<file path="config.mk">
export PLATFORM = sky130hd
export DESIGN_NAME = netlist_bist_engine_flat
export DESIGN_NICKNAME = d
export VERILOG_FILES = /design/src/rtl/netlist_bist_engine_if.sv /design/src/rtl/netlist_bist_engine.sv /design/src/flat_wrapper.sv
export SDC_FILE = /design/constraint.sdc
export NUM_CORES = 1
export LEC_CHECK = 0
export ABC_CLOCK_PERIOD_IN_PS = 2750
export CAP_MARGIN = 20
export CORE_ASPECT_RATIO = 0.7
export CORE_MARGIN = 2
export CORE_UTILIZATION = 40
export CTS_BUF_LIST = sky130_fd_sc_hd__clkbuf_8
export CTS_CLUSTER_DIAMETER = 80
export DETAILED_ROUTE_END_ITERATION = 7
export PLACE_DENSITY = 0.73
export SLEW_MARGIN = 0
export SYNTH_ARGS = -nofsm -noshare
export SYNTH_HDL_FRONTEND = slang
export SYNTH_SLANG_ARGS = --single-unit
</file>
<file path="constraint.sdc">
create_clock -name clk -period 2.75 [get_ports clk]
set_clock_uncertainty 0.1 [all_clocks]
set_input_delay 0.275 -clock clk [delete_from_list [all_inputs] [get_ports clk]]
set_output_delay 0.275 -clock clk [all_outputs]
set_load 0.02 [all_outputs]
</file>
<file path="src/rtl/netlist_bist_engine_if.sv">
// Host/netlist-facing signal bundle of the BIST engine.
// Handshake: start_i is a one-cycle request with no ready; the engine takes it
// only when done_o is high or the engine is idle (busy_o low), and ignores it
// while busy_o is high. abort_i is a level that wins over start_i. pass_o is
// qualified by done_o. rsp_i is sampled only in the cycles the engine's internal
// valid-delay line marks as carrying a response. No backpressure exists on any path.
interface netlist_bist_engine_if #(
    parameter int N_IN  = 14,
    parameter int N_OUT = 8
);
    logic              start_i;
    logic              abort_i;
    logic [N_IN-1:0]   seed_i;
    logic [N_OUT-1:0]  golden_i;
    logic [N_IN-1:0]   pat_o;
    logic [N_OUT-1:0]  rsp_i;
    logic              busy_o;
    logic              done_o;
    logic              pass_o;
    logic [N_OUT-1:0]  sig_o;
    logic [16:0]       cnt_o;
    logic [2:0]        dbg_state;

    // Host / netlist side.
    modport master (
        output start_i, abort_i, seed_i, golden_i, rsp_i,
        input  pat_o, busy_o, done_o, pass_o, sig_o, cnt_o, dbg_state
    );

    // Engine side.
    modport slave (
        input  start_i, abort_i, seed_i, golden_i, rsp_i,
        output pat_o, busy_o, done_o, pass_o, sig_o, cnt_o, dbg_state
    );
endinterface

</file>
<file path="src/rtl/netlist_bist_engine.sv">
// BIST engine for combinational gate netlists: a Galois LFSR issues NUM_PAT
// patterns, a MISR compacts the (optionally LAT-stage pipelined) responses and
// the final signature is compared with a golden value latched at start.
// N_IN/N_OUT must match the parameters of the connected interface instance.
module netlist_bist_engine #(
    parameter int               N_IN     = 14,
    parameter int               N_OUT    = 8,
    parameter logic [N_IN-1:0]  TAPS_IN  = 14'h2B01,
    parameter logic [N_OUT-1:0] TAPS_OUT = 8'h1D,
    parameter int               NUM_PAT  = 1024,
    parameter int               LAT      = 0
) (
    input logic                  clk,
    input logic                  rst_n,
    netlist_bist_engine_if.slave bus
);

    localparam logic [2:0] ST_IDLE  = 3'd0;
    localparam logic [2:0] ST_SEED  = 3'd1;
    localparam logic [2:0] ST_RUN   = 3'd2;
    localparam logic [2:0] ST_DRAIN = 3'd3;
    localparam logic [2:0] ST_DONE  = 3'd4;

    localparam int          VW        = LAT + 1;
    localparam logic [16:0] NUM_PAT_C = 17'(NUM_PAT);
    localparam logic [16:0] LAST_CNT  = NUM_PAT_C - 17'd1;

    logic [2:0]       state;
    logic [N_IN-1:0]  lfsr;
    logic [N_IN-1:0]  lfsr_next;
    logic [N_IN-1:0]  pat;
    logic [N_OUT-1:0] misr;
    logic [N_OUT-1:0] misr_next;
    logic [N_OUT-1:0] golden;
    logic [16:0]      cnt;
    logic [VW-1:0]    vpipe;
    logic             pass;
    logic             issue;
    logic             capture;

    // Next-state values of the pattern generator and the signature register.
    always_comb begin
        lfsr_next = {lfsr[N_IN-2:0], 1'b0} ^ (lfsr[N_IN-1] ? TAPS_IN : '0);
        misr_next = {misr[N_OUT-2:0], 1'b0} ^ (misr[N_OUT-1] ? TAPS_OUT : '0) ^ bus.rsp_i;
    end

    // A pattern leaves on pat_o this edge; its response is captured LAT+1 edges later.
    assign issue   = !bus.abort_i &&
                     ((state == ST_SEED) || ((state == ST_RUN) && (cnt < NUM_PAT_C)));
    assign capture = !bus.abort_i && vpipe[VW-1];

    // Control FSM, pattern issue, response compaction and verdict.
    always_ff @(posedge clk or negedge rst_n) begin
        if (!rst_n) begin
            state  <= ST_IDLE;
            lfsr   <= '0;
            pat    <= '0;
            misr   <= '0;
            golden <= '0;
            cnt    <= '0;
            vpipe  <= '0;
            pass   <= 1'b0;
        end else if (bus.abort_i) begin
            // Abort stops everything but keeps the datapath for inspection.
            state <= ST_IDLE;
            vpipe <= '0;
            pass  <= 1'b0;
        end else begin
            vpipe <= (vpipe << 1) | VW'(issue);
            if (capture) begin
                misr <= misr_next;
            end
            case (state)
                ST_IDLE, ST_DONE: begin
                    if (state == ST_DONE) begin
                        pass <= (misr == golden);
                    end
                    if (bus.start_i) begin
                        golden <= bus.golden_i;
                        // The all-zero LFSR state would lock up, so it is replaced by 1.
                        lfsr   <= (bus.seed_i == '0) ? N_IN'(1) : bus.seed_i;
                        misr   <= '0;
                        cnt    <= '0;
                        vpipe  <= '0;
                        pass   <= 1'b0;
                        state  <= ST_SEED;
                    end
                end
                ST_SEED: begin
                    pat   <= lfsr;
                    lfsr  <= lfsr_next;
                    cnt   <= 17'd1;
                    state <= (NUM_PAT_C == 17'd1) ? ST_DRAIN : ST_RUN;
                end
                ST_RUN: begin
                    if (cnt < NUM_PAT_C) begin
                        pat  <= lfsr;
                        lfsr <= lfsr_next;
                        cnt  <= cnt + 17'd1;
                    end
                    // The edge issuing the last pattern also leaves RUN.
                    if (cnt >= LAST_CNT) begin
                        state <= ST_DRAIN;
                    end
                end
                ST_DRAIN: begin
                    // Once the last response has been folded in, the verdict is final.
                    if (vpipe == '0) begin
                        pass  <= (misr == golden);
                        state <= ST_DONE;
                    end
                end
                default: begin
                    state <= ST_IDLE;
                end
            endcase
        end
    end

    assign bus.pat_o     = pat;
    assign bus.sig_o     = misr;
    assign bus.cnt_o     = cnt;
    assign bus.pass_o    = pass;
    assign bus.done_o    = (state == ST_DONE);
    assign bus.busy_o    = (state == ST_SEED) || (state == ST_RUN) || (state == ST_DRAIN);
    assign bus.dbg_state = state;

endmodule

</file>
<file path="src/flat_wrapper.sv">
// flat-port wrapper written by rule: the top's interface ports become plain ports
module netlist_bist_engine_flat 
#(
    parameter int               N_IN     = 14,
    parameter int               N_OUT    = 8,
    parameter logic [N_IN-1:0]  TAPS_IN  = 14'h2B01,
    parameter logic [N_OUT-1:0] TAPS_OUT = 8'h1D,
    parameter int               NUM_PAT  = 1024,
    parameter int               LAT      = 0
)
  (clk, rst_n, bus_start_i, bus_abort_i, bus_seed_i, bus_golden_i, bus_rsp_i, bus_pat_o, bus_busy_o, bus_done_o, bus_pass_o, bus_sig_o, bus_cnt_o, bus_dbg_state);
  netlist_bist_engine_if #(.N_IN(N_IN), .N_OUT(N_OUT)) bus_i ();
  input logic clk;
  input logic rst_n;
  input wire logic [$bits(bus_i.start_i)-1:0] bus_start_i;
  input wire logic [$bits(bus_i.abort_i)-1:0] bus_abort_i;
  input wire logic [$bits(bus_i.seed_i)-1:0] bus_seed_i;
  input wire logic [$bits(bus_i.golden_i)-1:0] bus_golden_i;
  input wire logic [$bits(bus_i.rsp_i)-1:0] bus_rsp_i;
  output wire logic [$bits(bus_i.pat_o)-1:0] bus_pat_o;
  output wire logic [$bits(bus_i.busy_o)-1:0] bus_busy_o;
  output wire logic [$bits(bus_i.done_o)-1:0] bus_done_o;
  output wire logic [$bits(bus_i.pass_o)-1:0] bus_pass_o;
  output wire logic [$bits(bus_i.sig_o)-1:0] bus_sig_o;
  output wire logic [$bits(bus_i.cnt_o)-1:0] bus_cnt_o;
  output wire logic [$bits(bus_i.dbg_state)-1:0] bus_dbg_state;
  assign bus_i.start_i = bus_start_i;
  assign bus_i.abort_i = bus_abort_i;
  assign bus_i.seed_i = bus_seed_i;
  assign bus_i.golden_i = bus_golden_i;
  assign bus_i.rsp_i = bus_rsp_i;
  assign bus_pat_o = bus_i.pat_o;
  assign bus_busy_o = bus_i.busy_o;
  assign bus_done_o = bus_i.done_o;
  assign bus_pass_o = bus_i.pass_o;
  assign bus_sig_o = bus_i.sig_o;
  assign bus_cnt_o = bus_i.cnt_o;
  assign bus_dbg_state = bus_i.dbg_state;
  netlist_bist_engine #(.N_IN(N_IN), .N_OUT(N_OUT), .TAPS_IN(TAPS_IN), .TAPS_OUT(TAPS_OUT), .NUM_PAT(NUM_PAT), .LAT(LAT)) u_core (.clk(clk), .rst_n(rst_n), .bus(bus_i));
endmodule
</file>
# Word level (Yosys, flattened, before mapping)
# Cells that the tools add are included.
[classes]
add_sub_neg = 1
magnitude_cmp = 2
eq_ne = 11
muxes = 27
n_reduce_logical = 18
bitwise_logic = 4
[ops]
columns = ["operator", "n"]
rows = [
  ["$mux W14", 5],
  ["$pmux W17 S3", 1],
  ["$pmux W14 S3", 1],
  ["$mux W17", 2],
  ["$pmux W14 S2", 1],
  ["$mux W8", 3],
  ["$add A17 B1 Y17 const B", 1],
  ["$ge A17 B10 Y1 const B", 1],
  ["$lt A17 B11 Y1 const B", 1],
  ["$xor A8 B8 Y8", 2],
  ["$logic_not A14 Y1", 1],
  ["$xor A14 B14 Y14", 1],
  ["$mux W3", 4],
  ["$pmux W3 S4", 1],
  ["$reduce_and A3 Y1", 4],
  ["$eq A8 B8 Y1", 1],
  ["$mux W1", 7],
  ["$eq A3 B2 Y1 const B", 2],
  ["$ne A3 B3 Y1 const B", 2],
  ["$reduce_bool A3 Y1", 2],
  ["$mux W5", 1],
  ["$ne A4 B4 Y1 const B", 1],
  ["$reduce_and A4 Y1", 1],
  ["$eq A3 B1 Y1 const B", 1],
  ["12 further kinds", 16],
]
[totals]
register_bits = 66
inputBits = 34

# Depth between registers and ports, before layout
[depth]
depth_word = 7
ltp_mapped = 8
depth_no_buf = 6

# Least setup slack after synthesis
# Ideal clock, no wire load.
[synth_timing]
kind = "register -> register"
startpoint = "register u_core.state[0], in the netlist u_core.bus.dbg_state[0]"
endpoint = "register u_core.pat[13], in the netlist u_core.bus.pat_o[13]"
arrival_time_ps = 1836
n_path_buf = 2
setup_time_ps = 128
period_less_slack_ps = 2063
t_required_ps = 2522
stages_incl_launch_ff = 8
slack_ps = 687
path_cell_list = "dfrtp_1 -> nand2b_1 -> or2_1 -> buf_2 -> o21a_4 -> nor2_8 -> buf_6 -> mux2_1"
[synth_between]
elab_chain_cells = 3
elab_cells_between_ends = 6
[synth_rtl]
columns = ["element", "line", "text"]
rows = [
  ["start: declaration", "netlist_bist_engine.sv:28", "logic [2:0] state;"],
  ["start signal: assignment", "netlist_bist_engine.sv:93", "state <= (NUM_PAT_C == 17'd1) ? ST_DRAIN : ST_RUN;"],
  ["$eq A3 B2 Y1 or $eq A3 B1 Y1 (tied branches)", "netlist_bist_engine.sv:73", "case (state)"],
  ["$ne A2 B1 Y1 (no line) or $reduce_bool A2 Y1 (tied branches)", "-", ""],
  ["$reduce_and A3 Y1 (no line)", "-", ""],
  ["end signal: assignment", "netlist_bist_engine.sv:90", "pat <= lfsr;"],
  ["end signal: assignment", "netlist_bist_engine.sv:97", "pat <= lfsr;"],
  ["end: declaration", "netlist_bist_engine.sv:31", "logic [N_IN-1:0] pat;"],
]
# Several ways; a longest one is shown, not always the timed one.
# A chain may end at the register's enable or synchronous reset.

# Final worst setup path
[layout_timing]
startpoint = "register u_core.state[1], in the netlist u_core.bus.dbg_state[1]"
endpoint = "output bus_done_o"
[layout_between]
elab_chain_cells = 1
[layout_rtl]
columns = ["element", "line", "text"]
rows = [
  ["$eq A3 B3 Y1", "netlist_bist_engine.sv:124", "assign bus.done_o = (state == ST_DONE);"],
  ["end: declaration", "flat_wrapper.sv:22", "output wire logic [$bits(bus_i.done_o)-1:0] bus_done_o;"],
]
# No other way between the ends.

==> flow_summary.ini <==
[die]
start_util_pct = 40.8
dieArea_mm2 = 0.00867
die_x_um = 110
num_io_pins = 79
die_h_um = 78.5
placementRows = 27
core-area_mm2 = 0.00777

[cts]
clk_pin_slew_worst_paths_ns = 0.07
cts_resized = 0
clkSinkCount = 66
tritoncts = built
root_buffer = clkbuf_8
h-tree-depth = 3
numCtsBuffers = 9
clk_latency_ns = 0.33
cts_buffer_depth = 2

[worst_setup_path]
critPathLaunchType = flop
path_max_fanout = 12
worst_setup_path_end_kind = primary output
path_class = flop to primary output
arrival_ns = 1.89
crit_required_ns = 2.38

[sta]
finalSetupTns_ns = 0
whs_ns = 0.383
fin_ws_ns = 0.482
slew_violations = 0
maxSlewHeadroom_pct = 56.0
setup_viol = 0
fmax_mhz = 441
fin_crit_sh_pct = 82.5
worst_pin_slew_ns = 0.654
rsz0062_at_grt = no
hold_viol_final = 0
final.min_clock_period_ns = 2.27

[detailed_routing]
drt-initial-drc-count = 80
drt-total-wl_um = 7160
drcViolationCount = 0
via_count = 2480
route.detailed.wl_per_inst_um = 14.8
vias_per_cell = 5.12
antenna_left = 0
first_pass_iters = 5

[global_route]
grt_max_degree = 41
grt.total_usage_pct = 17.0
grt_pass1_wl_um = 11800
gr-total-overflow = 0
grt_pass1_vias = 2370
antenna_found_initial = 0

[flow_run]
maxCapViolations = 0

[synthesis]
yosys_register_bits = 66
yosys_warnings = 0
yosysUniqueCellTypes = 43
synth_edf_count = 0
synth_area_mm2 = 0.00317
seq_area_frac_synth_pct = 52.1
syn-num-nets = 330
avgSynthCellArea_um2 = 10.7
ys.flop_type = dfrtp_1
synth-async-reset-ratio_pct = 100
syn-instance-count = 295

[power]
p_leak_nw = 1.80
ir_drop_mv = 0.495
p_per_area_mw_per_mm2 = 777
total_power_mw = 3.31

[placed_design]
place_ws_ns = 0.446
gp_congestion = 0.835
hpwl_um = 5280
io_buffers = 78

[run_status]
status = finished, final reports clean

[finish]
area_growth_pct = 34.3
nNetsFinal = 413
final_common_cell = clkdlybuf4s50_1
mostFrequentLayoutCells = 77 x clkdlybuf4s50_1, 66 x dfrtp_1, 25 x nor2_1, 25 x nand2_1, 25 x o21ai_0
drive_above_1_share_pct = 11.7
antenna_cells = 0

[hold_path]
hold_path.class = flop to flop
-- synthesized netlist by cell type (2+ instances only) --
master | instances | area share, %
xnor2_1 | 18 | 5.0
nand4_1 | 4 | 0.79
nor3_1 | 2 | 0.32
a31oi_1 | 4 | 0.79
o21ai_0 | 25 | 3.9
nor4_1 | 5 | 0.99
a41oi_1 | 2 | 0.55
mux2_2 | 14 | 5.0
nand3_1 | 6 | 0.95
a21oi_1 | 14 | 2.2
xor2_1 | 4 | 1.1
and2_1 | 7 | 1.4
nand2b_1 | 6 | 1.2
o22a_1 | 3 | 0.83
nand2_1 | 25 | 3.0
buf_2 | 8 | 1.3
nor2_1 | 25 | 3.0
o21ai_1 | 3 | 0.47
inv_1 | 4 | 0.47
and3_1 | 2 | 0.39
a211oi_1 | 5 | 1.2
mux2i_1 | 11 | 3.5
dfrtp_1 | 66 | 52
a21o_1 | 2 | 0.47
clkbuf_1 | 5 | 0.59
mux2_1 | 8 | 2.8
-- kinds of logic (layout without fill, tap and decap cells) --
kind of cell               count (synthesis)  after routing  synth area share (%)
xor gates and xnor gates                  22             22                  6.08
and+or+nand+nor                           87             87                  13.7
DFF                                       66             66                  52.1
muxes                                     33             33                  11.3
AOI/OAI and AO/OA                         68             68                  13.8
buffers and inverters                     18            106                  2.68
adders and majority gates                  1              1                 0.395
-- cell type report --
cell class,count,area [um2]
Inverter,4,15.0
Sequential cell,66,1650
Clock inverter,5,30.0
Timing Repair Buffer,86,838
Fill cell,721,3510
Tap cell,101,126
Multi-Input combinational cell,211,1440
Clock buffer,11,151
-- repair_timing --
action	4_1_cts	5_1_grt
hold buffers	1	0
hold endpoints to repair	66	0
setup buffers	0	0
-- state kept, by name (all words and copies together) (netlist names) --
register	cells
u_core.bus.cnt_o	17
u_core.bus.pat_o	14
u_core.lfsr	14
u_core.bus.sig_o	8
u_core.golden	8
u_core.bus.dbg_state	3
u_core.bus.pass_o	1
u_core.vpipe	1
-- power by group --
part	total (mW)	internal [mW]	switching, mW
registers	1.46	1.23	0.233
clock network	0.738	0.372	0.366
logic	1.11	0.587	0.523
total	3.31	2.18	1.12
-- routing by layer --
layer  GRT usage, %  up-vias  wire length (um)
met5              0        -                 0
met4           4.50        0                68
met3           4.63        8               310
met2           25.7       55              3110
met1           24.3     1201              3670
li1               -     1216                 -
-- per-stage QoR --
stage	area [um2]	std cells	utilization, %
5_1_grt	4260	484	54.8
4_1_cts	4260	484	54.8
2_1_floorplan	3170	295	-
3_3_place_gp	4070	467	52.3
3_5_place_dp	4070	467	52.3
6_report	4260	484	54.8
-- final timing paths --
path / startpoint / depth (start not counted) / slack [ns] / to
worst min register to register: u_core.bus.pat_o[8] / 1 / 0.38 / u_core.bus.pat_o[8]
worst min-delay path: u_core.bus.pat_o[8] / 1 / 0.38 / u_core.bus.pat_o[8]
min in group asynchronous: rst_n / 3 / 0.39 / u_core.bus.cnt_o[3]
max in group asynchronous: rst_n / 3 / 1.71 / u_core.bus.pat_o[9]
worst max-delay path: u_core.bus.dbg_state[1] / 3 / 0.48 / bus_done_o
worst max register to register: u_core.bus.dbg_state[1] / 5 / 0.52 / u_core.lfsr[4]
-- worst max-delay path, cell delays in order, from the launching register on --
cell             delay [ns]
dfrtp_1                0.51
nor2_1                 0.26
and2_1                 0.19
clkdlybuf4s50_1        0.60
(Power assumes the default switching activity.)
==> RTL change 1, RTL diff (same settings) <==
`N_IN` is set to 14 in 3 places; all go to 15.
--- a/src/rtl/netlist_bist_engine_if.sv
+++ b/src/rtl/netlist_bist_engine_if.sv
@@ -5,7 +5,7 @@
 // qualified by done_o. rsp_i is sampled only in the cycles the engine's internal
 // valid-delay line marks as carrying a response. No backpressure exists on any path.
 interface netlist_bist_engine_if #(
-    parameter int N_IN  = 14,
+    parameter int N_IN  = 15,
     parameter int N_OUT = 8
 );
     logic              start_i;
--- a/src/rtl/netlist_bist_engine.sv
+++ b/src/rtl/netlist_bist_engine.sv
@@ -3,7 +3,7 @@
 // the final signature is compared with a golden value latched at start.
 // N_IN/N_OUT must match the parameters of the connected interface instance.
 module netlist_bist_engine #(
-    parameter int               N_IN     = 14,
+    parameter int               N_IN     = 15,
     parameter int               N_OUT    = 8,
     parameter logic [N_IN-1:0]  TAPS_IN  = 14'h2B01,
     parameter logic [N_OUT-1:0] TAPS_OUT = 8'h1D,
--- a/src/flat_wrapper.sv
+++ b/src/flat_wrapper.sv
@@ -1,7 +1,7 @@
 // flat-port wrapper written by rule: the top's interface ports become plain ports
 module netlist_bist_engine_flat 
 #(
-    parameter int               N_IN     = 14,
+    parameter int               N_IN     = 15,
     parameter int               N_OUT    = 8,
     parameter logic [N_IN-1:0]  TAPS_IN  = 14'h2B01,
     parameter logic [N_OUT-1:0] TAPS_OUT = 8'h1D,
Interface: changed (resized bus_pat_o and bus_seed_i); port bits go from 79 to 81. The function was not compared with the original's and may differ.
==> RTL change 1 against the original RTL <==
Wire length up 12%; via count grew 0.93%; sequential cell count grew 2; cell area up 8.0%; total power is 34% higher; area after synthesis is 8.9% higher; sequential power is 14% higher; setup slack got worse by 0.028 ns; largest cell class unchanged.
==> RTL change 1: results (changes against the original RTL) <==
status: "completed"
clk_latency_ns: 0.35  # +0.02 ns
wl_mm: 8.04  # +12%
synth_nets: 321  # -2.7%
place_area_sq_um: 4340  # +6.7%
crit_path_max_fanout: 26  # +14
avgSynthCellArea_sq_um: 12.1  # +13%
route.met2.wl_mm: 3.44  # +11%
synth.area.mux_share_pct: 19.1  # +7.8 points
nets: 406  # -1.7%
grtUsageTotal_pct: 18.7  # +1.6 points
synth_commonest_cells: "dfrtp_1, mux2_2, xnor2_1"
gp_congestion: 0.888  # +6.3%
grt_pass1_wl_mm: 13.4  # +13%
rrSetupSlack_ns: 0.45  # -0.07 ns
fmax_mhz: 436  # -1.2%
wl_met1_mm: 4.11  # +12%
placedCellCount: 463  # -0.86%
peakVddDrop_v: 0.000431  # -13%
drt_iter0_drc: 130  # +63%
stdcell_count: 480  # -0.83%
grt_util_met3_pct: 6.05  # +1.4 points
netSwitchingFraction_pct: 33.2  # -0.68 points
synth_adder_area_share_pct: 0.362  # -0.032 points
port_buffers: 80  # +2.6%
ys_types: 56  # +30%
use_met1_pct: 27.0  # +2.7 points
power_switching_w: 0.00147  # +31%
## RTL change 1: changes by cell type after synthesis, moves of 3 or more
cell     before  now
mux2_2       14   44
o21ai_0      25    4
nand2_1      25    9
nor2_1       25   14
mux2i_1      11    1
mux2_4        0    8
a21oi_1      14    8
a31oi_1       4    9
mux2_1        8    3
nor2b_1       0    5
xor2_1        4    8
buf_2         8    5
xnor2_1      18   15
## RTL change 1: worst paths after layout
check                                                    startpoint  cells past startpoint                         endpoint
worst max register to register  u_core.bus.dbg_state[0]$_DFFE_PN0P_                      5       u_core.lfsr[5]$_DFFE_PN0P_
max in group asynchronous                                     rst_n                      3       u_core.lfsr[8]$_DFFE_PN0P_
worst min register to register      u_core.bus.pat_o[6]$_DFFE_PN0P_                      1  u_core.bus.pat_o[6]$_DFFE_PN0P_
worst min-delay path                                          rst_n                      2     u_core.golden[0]$_DFFE_PN0P_
worst max-delay path            u_core.bus.dbg_state[0]$_DFFE_PN0P_                      5       u_core.lfsr[5]$_DFFE_PN0P_
min in group clk                    u_core.bus.pat_o[6]$_DFFE_PN0P_                      1  u_core.bus.pat_o[6]$_DFFE_PN0P_
## RTL change 1: final cells by class
type                       count  area (sq um)  area share, %
sequential                    68          1700           37.0
multi-input combinational    196          1620           35.3
timing repair buffer          90           873           19.0
clock buffer                  10           138           2.99
tap                          105           131           2.86
clock inverter                 6           111           2.42
inverter                       5          18.8          0.408
## RTL change 1: worst max-delay path: stages (launching register included)
cell      delay, ns
dfrtp_1        0.60
nor2b_1        0.27
nand2b_1       0.15
a221oi_4       0.30
buf_4          0.35
mux2_2         0.38
## RTL change 1: what timing repair did
action	4_1_cts	5_1_grt
setup endpoints to repair	0	0
endpoints found under the hold margin	68	0
buffers inserted	0	0
hold buffers	1	0
==> RTL change 2, RTL diff (config.mk and constraints unchanged) <==
Without the edit above. Reset style: synchronous (`rst_n`), changed in one clocked block.
--- a/src/rtl/netlist_bist_engine.sv
+++ b/src/rtl/netlist_bist_engine.sv
@@ -50,7 +50,7 @@
     assign capture = !bus.abort_i && vpipe[VW-1];
 
     // Control FSM, pattern issue, response compaction and verdict.
-    always_ff @(posedge clk or negedge rst_n) begin
+    always_ff @(posedge clk) begin
         if (!rst_n) begin
             state  <= ST_IDLE;
             lfsr   <= '0;
Formal check against the unedited RTL: differs if rst_n is asserted again (counterexample within 4 cycles, from zero or initial values and one cycle with rst_n low); with rst_n held inactive, the same outputs for 10 cycles.
==> RTL change 2 against the original RTL <==
Area after synthesis shrank 5.6%; cell count grew 12%; count of clock-buffer cells in the layout is the same; critical endpoint is now u_core.bus.cnt_o[9]$_SDFFE_PN0P_; wire length increased by 13%; sequential cell count unchanged; worst hold slack got worse by 0.026 ns; setup slack got worse by 0.072 ns; utilization increased by 1.3 points; critical path depth rose by 2; cell area is 4.0% lower; non-clock buffer count unchanged.
Power is not compared: it rests on default switching activity, and its combinational part moved more than twofold at a synthesized area within 25%.
==> RTL change 2: results (changes against the original RTL) <==
drive_above_1_share_pct: 6.29  # -5.5 points
synth_area_leaders: "dfxtp_1, nand2_1, xnor2_1"
antenna_found_initial: 0  # unchanged
post-cts-setup-buffers: 0  # unchanged
port_buffers: 78  # unchanged
dr.pass1.iters: 4  # -1
status: "completed"
grt_pass1_vias: 2775  # +17%
crit_path_start: "u_core.bus.dbg_state[0]$_SDFFE_PP0P_"
hpwl_mm: 5.70  # +8.0%
grt_max_degree: 37  # -9.8%
synth_commonest_cells: "nand2_1, dfxtp_1, nor2_1"
yosysWarnings: 0  # unchanged
synth_nets: 401  # +22%
drt_iter0_drc: 96  # +20%
avgSynthCellArea_sq_um: 8.18  # -24%
grtUsageTotal_pct: 20.4  # +3.3 points
insertedDiodeCount: 0  # unchanged
place_area_sq_um: 3870  # -4.8%
synth-main-ff-cell: "dfxtp_1"
dp_worst_setup_slack_ns: 0.339  # -0.107 ns
placedCellCount: 528  # +13%
clk_latency_ns: 0.34
rrSetupSlack_ns: 0.41  # -0.11 ns
drt-vias-per-instance: 5.37  # +4.8%
relSlewSlack_pct: 47.1  # -8.9 points
post_cts_resized: 0  # unchanged
gp_congestion: 0.865  # +3.6%
fmax_mhz: 427  # -3.1%
nets: 476  # +15%
hold_ws_ns: 0.358  # -0.0256 ns
crit_arrival_ns: 2.51  # +0.62 ns
holdPathStages: 2  # +1
r2r-start: "u_core.bus.dbg_state[0]$_SDFFE_PP0P_"
peakVddDrop_v: 0.000234
ys_seq_area_share_pct: 44.1  # -8.0 points
clk_path_buf_depth: 2  # unchanged
cts_buffers: 9  # unchanged
wl_per_cell_um: 14.9  # +0.92%
hold_path_end: "u_core.bus.pat_o[2]$_SDFFE_PN0P_"
reg2reg_depth: 5  # unchanged
worstHoldStart: "u_core.bus.pat_o[2]$_SDFFE_PN0P_"
cts-htree-levels: 3  # unchanged
crit_path_max_fanout: 14  # +2
fillCellCount: 669  # -7.2%
grt_pass1_wl_mm: 13.3  # +12%
endpoint: "u_core.bus.cnt_o[9]$_SDFFE_PN0P_"
async_flop_share_pct: 0  # -100 points
stdcell_count: 543  # +12%
clkTransAtPathRegs_ns: 0.07  # about the same
ys_types: 47  # +9.3%
-- RTL change 2: cell count changes after synthesis, moves of 6 or more --
cell      before  now
mux2_1         8    0
a311oi_1       0    9
nand2_1       25   72
xnor2_1       18   24
clkbuf_1       5   16
mux2_2        14    0
dfxtp_1        0   66
a21oi_1       14   23
nand3_1        6   18
mux2i_1       11    2
dfrtp_1       66    0
-- RTL change 2: area by class of cell --
type / count / area [sq um] / share of cell area (%)
clock buffer: 11 / 151 / 3.70
clock inverter: 4 / 67.6 / 1.65
inverter: 4 / 15.0 / 0.367
multi-input combinational: 274 / 1570 / 38.4
sequential: 66 / 1320 / 32.3
tap: 98 / 123 / 3.00
timing repair buffer: 86 / 841 / 20.6
-- RTL change 2: layer usage --
| layer | share of wire [%] | up-vias | GRT usage (%) |
|---|---|---|---|
| li1 | - | 1445 | - |
| met1 | 48 | 1380 | 27.4 |
| met4 | 1.4 | 0 | 6.28 |
| met5 | 0 | - | 0 |
| met3 | 5.6 | 11 | 6.16 |
| met2 | 45 | 81 | 31.4 |
-- RTL change 2: worst max-delay path, cell delays in order (launching register included) --
cell	delay, ns
dfxtp_1	0.61
nand2b_1	0.25
a211oi_2	0.12
or3_1	0.50
or4_1	0.55
a21oi_1	0.15
-- RTL change 2: cells by family (layout without fill, tap and decap cells) --
logic type | Yosys count | count (layout) | synth area share, %
mux | 2 | 2 | 0.669
buf+inv | 26 | 105 | 3.47
simple gates | 166 | 166 | 26.6
compound gates | 80 | 80 | 17.4
flops | 66 | 66 | 44.1
xor+xnor | 25 | 25 | 7.31
fa+ha+maj | 1 | 1 | 0.418
-- RTL change 2: power breakdown --
group / switching, W / internal, W / total [W]
Clock: 0.000361 / 0.000549 / 0.000910
Sequential: 0.0000302 / 0.000985 / 0.00102
Combinational: 0.000131 / 0.000118 / 0.000248
